$ cat config.mk
export PLATFORM = sky130hd
export DESIGN_NAME = tpu_host_driver
export DESIGN_NICKNAME = d
export VERILOG_FILES = /design/src/rtl/tpu_host_driver.sv
export SDC_FILE = /design/constraint.sdc
export NUM_CORES = 1
export LEC_CHECK = 0
export ABC_AREA = 1
export CORE_MARGIN = 4
export CORE_UTILIZATION = 45
export DETAILED_ROUTE_END_ITERATION = 16
export GPL_TIMING_DRIVEN = 0
export MAX_ROUTING_LAYER = met4
export PLACE_DENSITY = 0.72
export SYNTH_ARGS = -nofsm -noshare
export SYNTH_HDL_FRONTEND = slang
export SYNTH_SLANG_ARGS = --single-unit
$ cat constraint.sdc
create_clock -name clk -period 2.5 [get_ports clk]
set_input_delay 0.375 -clock clk [delete_from_list [all_inputs] [get_ports clk]]
set_output_delay 0.375 -clock clk [all_outputs]
set_load 0.005 [all_outputs]
$ cat src/rtl/tpu_host_driver.sv
// Host-side driver for a 2x2 int8 systolic array: streams A/B operand bytes into
// the array, then collects eight result bytes and presents them as four int16 values.
module tpu_host_driver #(
  parameter int unsigned READ_DELAY = 0
) (
  input  logic        clk,
  input  logic        rst,
  input  logic        start,
  output logic        ready,
  input  logic [31:0] a_mat,
  input  logic [31:0] b_mat,
  input  logic        transpose_in,
  output logic        load_en,
  output logic [7:0]  host_indata,
  output logic        transpose,
  input  logic [7:0]  host_outdata,
  output logic [63:0] result,
  output logic        result_valid,
  output logic        busy
);

  localparam int unsigned IDX_W  = 3;
  localparam int unsigned CNT_W  = 4;
  localparam int unsigned BYTE_W = 8;
  localparam int unsigned OPS_W  = 64;
  localparam int unsigned RES_W  = 64;

  typedef enum logic [2:0] {
    S_IDLE = 3'd0,
    S_LOAD = 3'd1,
    S_WAIT = 3'd2,
    S_READ = 3'd3,
    S_DONE = 3'd4
  } state_t;

  state_t              r_state, w_state_nx;
  logic [IDX_W-1:0]    r_idx, w_idx_nx;
  logic [CNT_W-1:0]    r_cnt, w_cnt_nx;
  logic [OPS_W-1:0]    r_ops, w_ops_nx;
  logic [RES_W-1:0]    r_shadow, w_shadow_nx;
  logic [RES_W-1:0]    r_result, w_result_nx;
  logic                r_transpose, w_transpose_nx;
  logic                r_load_en, w_load_en_nx;
  logic [BYTE_W-1:0]   r_indata, w_indata_nx;
  logic                r_valid, w_valid_nx;
  logic                r_ready, w_ready_nx;
  logic                r_busy, w_busy_nx;
  logic [5:0]          w_rd_pos;
  logic [5:0]          w_ld_pos;

  // Readout byte idx lands in result byte idx^1 (high byte of each int16 arrives first)
  assign w_rd_pos = {r_idx ^ IDX_W'(1), 3'b000};
  assign w_ld_pos = {w_idx_nx, 3'b000};

  // Next-state, datapath and look-ahead output decode
  always_comb begin
    w_state_nx     = r_state;
    w_idx_nx       = r_idx;
    w_cnt_nx       = r_cnt;
    w_ops_nx       = r_ops;
    w_shadow_nx    = r_shadow;
    w_result_nx    = r_result;
    w_transpose_nx = r_transpose;

    case (r_state)
      S_IDLE: begin
        if (start) begin
          w_state_nx     = S_LOAD;
          w_idx_nx       = '0;
          w_ops_nx       = {b_mat, a_mat};
          w_transpose_nx = transpose_in;
        end
      end
      S_LOAD: begin
        if (r_idx == IDX_W'(7)) begin
          w_idx_nx   = '0;
          w_cnt_nx   = '0;
          w_state_nx = (READ_DELAY > 0) ? S_WAIT : S_READ;
        end else begin
          w_idx_nx = r_idx + IDX_W'(1);
        end
      end
      S_WAIT: begin
        if (r_cnt == CNT_W'(READ_DELAY - 1)) begin
          w_state_nx = S_READ;
        end else begin
          w_cnt_nx = r_cnt + CNT_W'(1);
        end
      end
      S_READ: begin
        w_shadow_nx[w_rd_pos +: BYTE_W] = host_outdata;
        if (r_idx == IDX_W'(7)) begin
          w_idx_nx    = '0;
          w_state_nx  = S_DONE;
          w_result_nx = w_shadow_nx;
        end else begin
          w_idx_nx = r_idx + IDX_W'(1);
        end
      end
      S_DONE: begin
        w_state_nx = S_IDLE;
      end
      default: begin
        w_state_nx = S_IDLE;
      end
    endcase

    w_load_en_nx = (w_state_nx == S_LOAD) || (w_state_nx == S_READ);
    w_indata_nx  = (w_state_nx == S_LOAD) ? w_ops_nx[w_ld_pos +: BYTE_W] : '0;
    w_valid_nx   = (w_state_nx == S_DONE);
    w_ready_nx   = (w_state_nx == S_IDLE);
    w_busy_nx    = (w_state_nx != S_IDLE);
  end

  // State and registered outputs
  always_ff @(posedge clk) begin
    if (rst) begin
      r_state     <= S_IDLE;
      r_idx       <= '0;
      r_cnt       <= '0;
      r_ops       <= '0;
      r_shadow    <= '0;
      r_result    <= '0;
      r_transpose <= 1'b0;
      r_load_en   <= 1'b0;
      r_indata    <= '0;
      r_valid     <= 1'b0;
      r_ready     <= 1'b1;
      r_busy      <= 1'b0;
    end else begin
      r_state     <= w_state_nx;
      r_idx       <= w_idx_nx;
      r_cnt       <= w_cnt_nx;
      r_ops       <= w_ops_nx;
      r_shadow    <= w_shadow_nx;
      r_result    <= w_result_nx;
      r_transpose <= w_transpose_nx;
      r_load_en   <= w_load_en_nx;
      r_indata    <= w_indata_nx;
      r_valid     <= w_valid_nx;
      r_ready     <= w_ready_nx;
      r_busy      <= w_busy_nx;
    end
  end

  assign ready        = r_ready;
  assign busy         = r_busy;
  assign load_en      = r_load_en;
  assign host_indata  = r_indata;
  assign transpose    = r_transpose;
  assign result       = r_result;
  assign result_valid = r_valid;

endmodule

======== Word level (Yosys, flattened, before mapping) ========
Cells that the tools add are included.
W data, S select, Z words.
storage, ports and cells
  flip-flop bits (word level) ............. 215
  input bits .............................. 76
  output and inout port bits .............. 77
  word-level logic and storage cells ...... 54
cells by class
  reduce and logical (&&, ||, !) cells .... 10
  multiplexer cells ....................... 14
  shift-type cells ........................ 3
  equality and inequality tests ........... 10
  add/sub/neg operators ................... 3
  bitwise gates (word level) .............. 2
operator list
  operator                  count
  $mux W64                  2
  $bwmux W64                1
  $shift A8 B8 Y64 const A  1
  $shiftx A64 B7 Y8         1
  $shiftx A8 B8 Y64         1
  $mux W3                   6
  $pmux W3 S4               1
  $eq A3 B2 Y1 const B      3
  $mux W4                   2
  $neg A6 Y8                1
  $pmux W4 S2               1
  $eq A3 B1 Y1 const B      2
  $eq A3 B3 Y1 const B      2
  $logic_not A3 Y1          2
  $pmux W3 S2               1
  $add A4 B1 Y4 const B     1
  $eq A4 B4 Y1 const B      1
  $ne A2 B2 Y1 const B      2
  $reduce_and A2 Y1         2
  $reduce_or A2 Y1          2
  $add A3 B1 Y3 const B     1
  $reduce_and A3 Y1         1
  $reduce_bool A3 Y1        1
  $not A1 Y1                2
  other kinds (2)           2

======== Logic depth before layout (Yosys ltp) ========
  word-level depth ........................ 6
  mapped depth ............................ 13
  depth with buffers taken out ............ 12

======== Worst setup path after synthesis ========
OpenSTA, ideal clock, no wires.
  path type ............................... register to register
  from .................................... register r_idx[1]
  to ...................................... register r_shadow[54]
  cell stages (with the launch flop) ...... 13
  path buffers ............................ 1
  setup time .............................. 0.116 ns
  arrival ................................. 1.879 ns
  required time ........................... 2.384 ns
  period minus slack after synthesis ...... 1.996 ns
  path slack .............................. 0.504 ns
  cell sequence ........................... dfxtp_1 -> inv_1 -> ha_1 -> ha_1 -> inv_1 -> nand3_1 -> inv_1 -> clkbuf_1 -> nand2_1 -> o21ai_0 -> nand2_1 -> o211ai_1 -> inv_1
on the way
  word-level cells in the longest chain between the ends .. 3
  elaborated cells on any way between the ends .. 4
  classes of those cells .................. 1 x add/sub; 2 x shift; 1 x mux
ends and longest elaborated chain
  element                                                RTL line  source
  from (decl)                                            37        logic [IDX_W-1:0] r_idx, w_idx_nx;
  from (signal assigned)                                 132       r_idx <= w_idx_nx;
  $neg A6 Y8 (*)                                         91        w_shadow_nx[w_rd_pos +: BYTE_W] = host_outdata;
  $shiftx A8 B8 Y64 or $shift A8 B8 Y64 (tied branches)  91
  $bwmux W64 (*)                                         91
  to (signal assigned)                                   135       r_shadow <= w_shadow_nx;
  to (decl)                                              40        logic [RES_W-1:0] r_shadow, w_shadow_nx;
Mark *: on every way between the ends. The rest lies on a longest branch, timed or not.
A chain may end at the register's enable or synchronous reset.

======== Worst setup path after layout ========
  from .................................... register r_idx[1]
  to ...................................... register r_result[24] (netlist: result[24])
on the way
  word-level cells in the longest chain between the ends .. 3
  elaborated cells on any way between the ends .. 6
  classes of those cells .................. 1 x add/sub; 1 x eq/ne; 2 x shift; 1 x mux; 1 x reduce/logical
ends and longest elaborated chain
  element                                                RTL line  source
  $neg A6 Y8                                             91
  $shiftx A8 B8 Y64 or $shift A8 B8 Y64 (tied branches)  91
  $bwmux W64                                             91
  to (signal assigned)                                   136       r_result <= w_result_nx;
  to (decl)                                              41        logic [RES_W-1:0] r_result, w_result_nx;
Several ways; a longest one is shown, not always the timed one.

==> flow_summary.toml <==
[sta]
timing.final.max_slew_violations = 0
max_freq_mhz = 425.2
setup_violations = 0
holdWs_ns = 0.4396
finalCritPeriodShare_pct = 94.06
tns_ns = 0
layout_min_cycle_time_ns = 2.352
hold_viol = 0
fin_skew_ns = 0.008122
tightest_slew_ns = 0.6298
relSlewSlack_pct = 58.01

[power]
leakage_uw = 0.005214
ir_drop_v = 0.0004548
powerDensity_nw_per_um2 = 669.6

[setup_path]
crit_type = "reg2reg"
required_ns = 2.87
r2r_cells = 9
setup.worst_path.end_class = "flip-flop"
cp-start-kind = "flip-flop"
r2r_start = "r_idx[1]$_SDFF_PP0_"
reg2reg_setup_slack_ns = 0.15
crit_fanout = 10
r2r-end = "result[24]$_SDFFE_PP0P_"
cp.arrival_ns = 2.72

[routing]
drt_iter0_markers = 831
dr.pass1.iters = 5
ant_nets = 0
drt-total-wl_um = 28240
vias = 9251
remaining_drc_errors = 0
wl_per_cell_um = 15.97
vias_per_cell = 5.230

[synth]
synth_top_cell_by_area = "dfxtp_1"
synth_seq_area_share_pct = 46.14
synth-main-ff-cell = "dfxtp_1"
synth_cell_types = 28
async_flop_share_pct = 0
synthesis.area_um2 = 9328
ys_ff_latch = 215
netlist.area_leader.share_pct = 46.14
syn_nets = 1390
synth_edf_count = 0
avgSynthCellArea_um2 = 7.142
synth_area_leaders = "dfxtp_1, nand2_1, nand3_1"
syn_inst = 1306
yosysWarnings = 0

[cells_and_area]
layout_common_cells = "nand2_1, dfxtp_1, nand3_1, clkdlybuf4s50_1, inv_1"
final_common_cell = "nand2_1"
n_antenna_cell = 0
area_delta_synth_final_pct = 28.57
fill_cells = 1933
final_cells = 1769
stdcell_area_um2 = 11990
layout-drive-gt1-share_pct = 6.471
nets = 1567

[status]
outcome = "completed"

[clock_network]
cts_root_buffer = "clkbuf_16"
cts_max_level = 1
cts.hold.buffers_added = 0
worstSkewPairLatency_ns = 0.51
cts.sinks = 215
cts_tree = "yes"
path_clk_slew_ns = 0.06
clockBufferDepth = 3
numCtsBuffers = 24

[global_routing]
grt_pass1_wl_um = 45600
grt_pass1_vias = 8809
use_met2_pct = 37.19
grt_util_met1_pct = 33.13
grt_busiest_layer = "met2"
grt_start_max_net_pins = 13
grt-ovfl-total = 0
antenna_found_initial = 0
use_met3_pct = 4.010
groute.usage.overall_pct = 24.21

[place]
hpwl_um = 20930
placed_cell_area_um2 = 11180
gp_congestion = 0.9509
io_buffers = 151
placed_cells = 1727

[floorplanning]
die_area_um2 = 23090
die_h_um = 152.0
placementRows = 52
fp.dieW_um = 152.0
initial_utilization_pct = 45.95
io-pin-count = 153
coreArea_um2 = 20300

[min_path]
hold_path.class = "in2reg"
worst_hold_path.endpoint = "r_state[2]$_SDFF_PP0_"
holdPathStages = 2
hp-start = "rst"

[job]
cap_viol_max_count = 0
## layout make-up
class | instances | area, um2 | share of cell area (%)
clock inverters | 5 | 52.55 | 0.4382
repair buffers | 151 | 1511 | 12.60
well taps | 270 | 337.8 | 2.817
clock buffers | 37 | 740.7 | 6.176
multi-input cells | 853 | 4113 | 34.29
inverters | 159 | 596.8 | 4.977
flip-flops and latches | 215 | 4305 | 35.90
plain buffers | 79 | 335.3 | 2.796
## routing by layer
metal | vias up | wire [um]
met2 | 340 | 12690
met1 | 4289 | 12850
met4 | 0 | 731
met5 | - | 0
li1 | 4569 | -
met3 | 53 | 1967
## cell families after synthesis
family | share of synthesized area [%]
XOR/XNOR | 0.09391
AND/OR/NAND/NOR | 27.86
adder cells (fa/ha/maj) | 1.073
buffers and inverters | 9.940
flip-flops | 46.14
AO/OA/AOI/OAI | 14.89
## worst max-delay path, cell delays in order, from the launching register on
cell	delay (ns)
dfxtp_1	0.40
inv_1	0.11
ha_1	0.19
ha_1	0.37
nand3_1	0.10
inv_1	0.19
clkbuf_1	0.37
nand2_1	0.12
o21ai_0	0.20
o21ai_0	0.16
## sequential cells by signal, indices dropped and copies added (netlist names)
register / count
load_en: 1
r_ops: 64
result_valid: 1
r_cnt: 4
r_shadow: 64
r_idx: 3
r_state: 3
host_indata: 8
transpose: 1
busy: 1
result: 64
ready: 1
## cell usage after synthesis, types with 13 or more instances
master and number:
o21ai_1 35, dfxtp_1 215, buf_2 15, nand3b_1 22, nor2_1 96, nand2_1 298
inv_2 13, o211ai_1 48, a21oi_1 30, clkbuf_1 51, o21ai_0 138, nand3_1 152
inv_1 146
## power breakdown
part           switching [uW]  total, uW  internal, uW
Clock                    1380       3510          2130
Sequential               32.4       3570          3530
Combinational             601        956           355
## worst max path at each step
stage | slack, ns | endpoint | from
floorplan | 0.50 | r_shadow[54]$_SDFFE_PP0N_ | r_idx[1]$_SDFF_PP0_
global placement | -0.01 | host_indata[5]$_SDFF_PP0_ | start
detailed placement | -0.01 | host_indata[5]$_SDFF_PP0_ | start
CTS | 0.03 | r_shadow[47]$_SDFFE_PP0N_ | r_idx[0]$_SDFF_PP0_
global route | -0.002 | result[24]$_SDFFE_PP0P_ | r_idx[1]$_SDFF_PP0_
finish | 0.15 | result[24]$_SDFFE_PP0P_ | r_idx[1]$_SDFF_PP0_
## metrics by stage
step	utilization [%]	setup WS [ns]	total power [uW]
global route	59.08	-0.002137	8347
floorplan	-	0.5045	4198
global placement	55.06	-0.01320	4559
detailed placement	55.06	-0.01407	4573
finish	59.08	0.1484	8030
CTS	58.97	0.03280	8051
## repair_timing
action / CTS / global route
resized for setup: 0 / 12
hold endpoints to repair: 0 / 0
buffers inserted: 0 / 0
endpoints found under the setup margin: 0 / 40
Note: power is estimated with default switching activity, not from simulation.
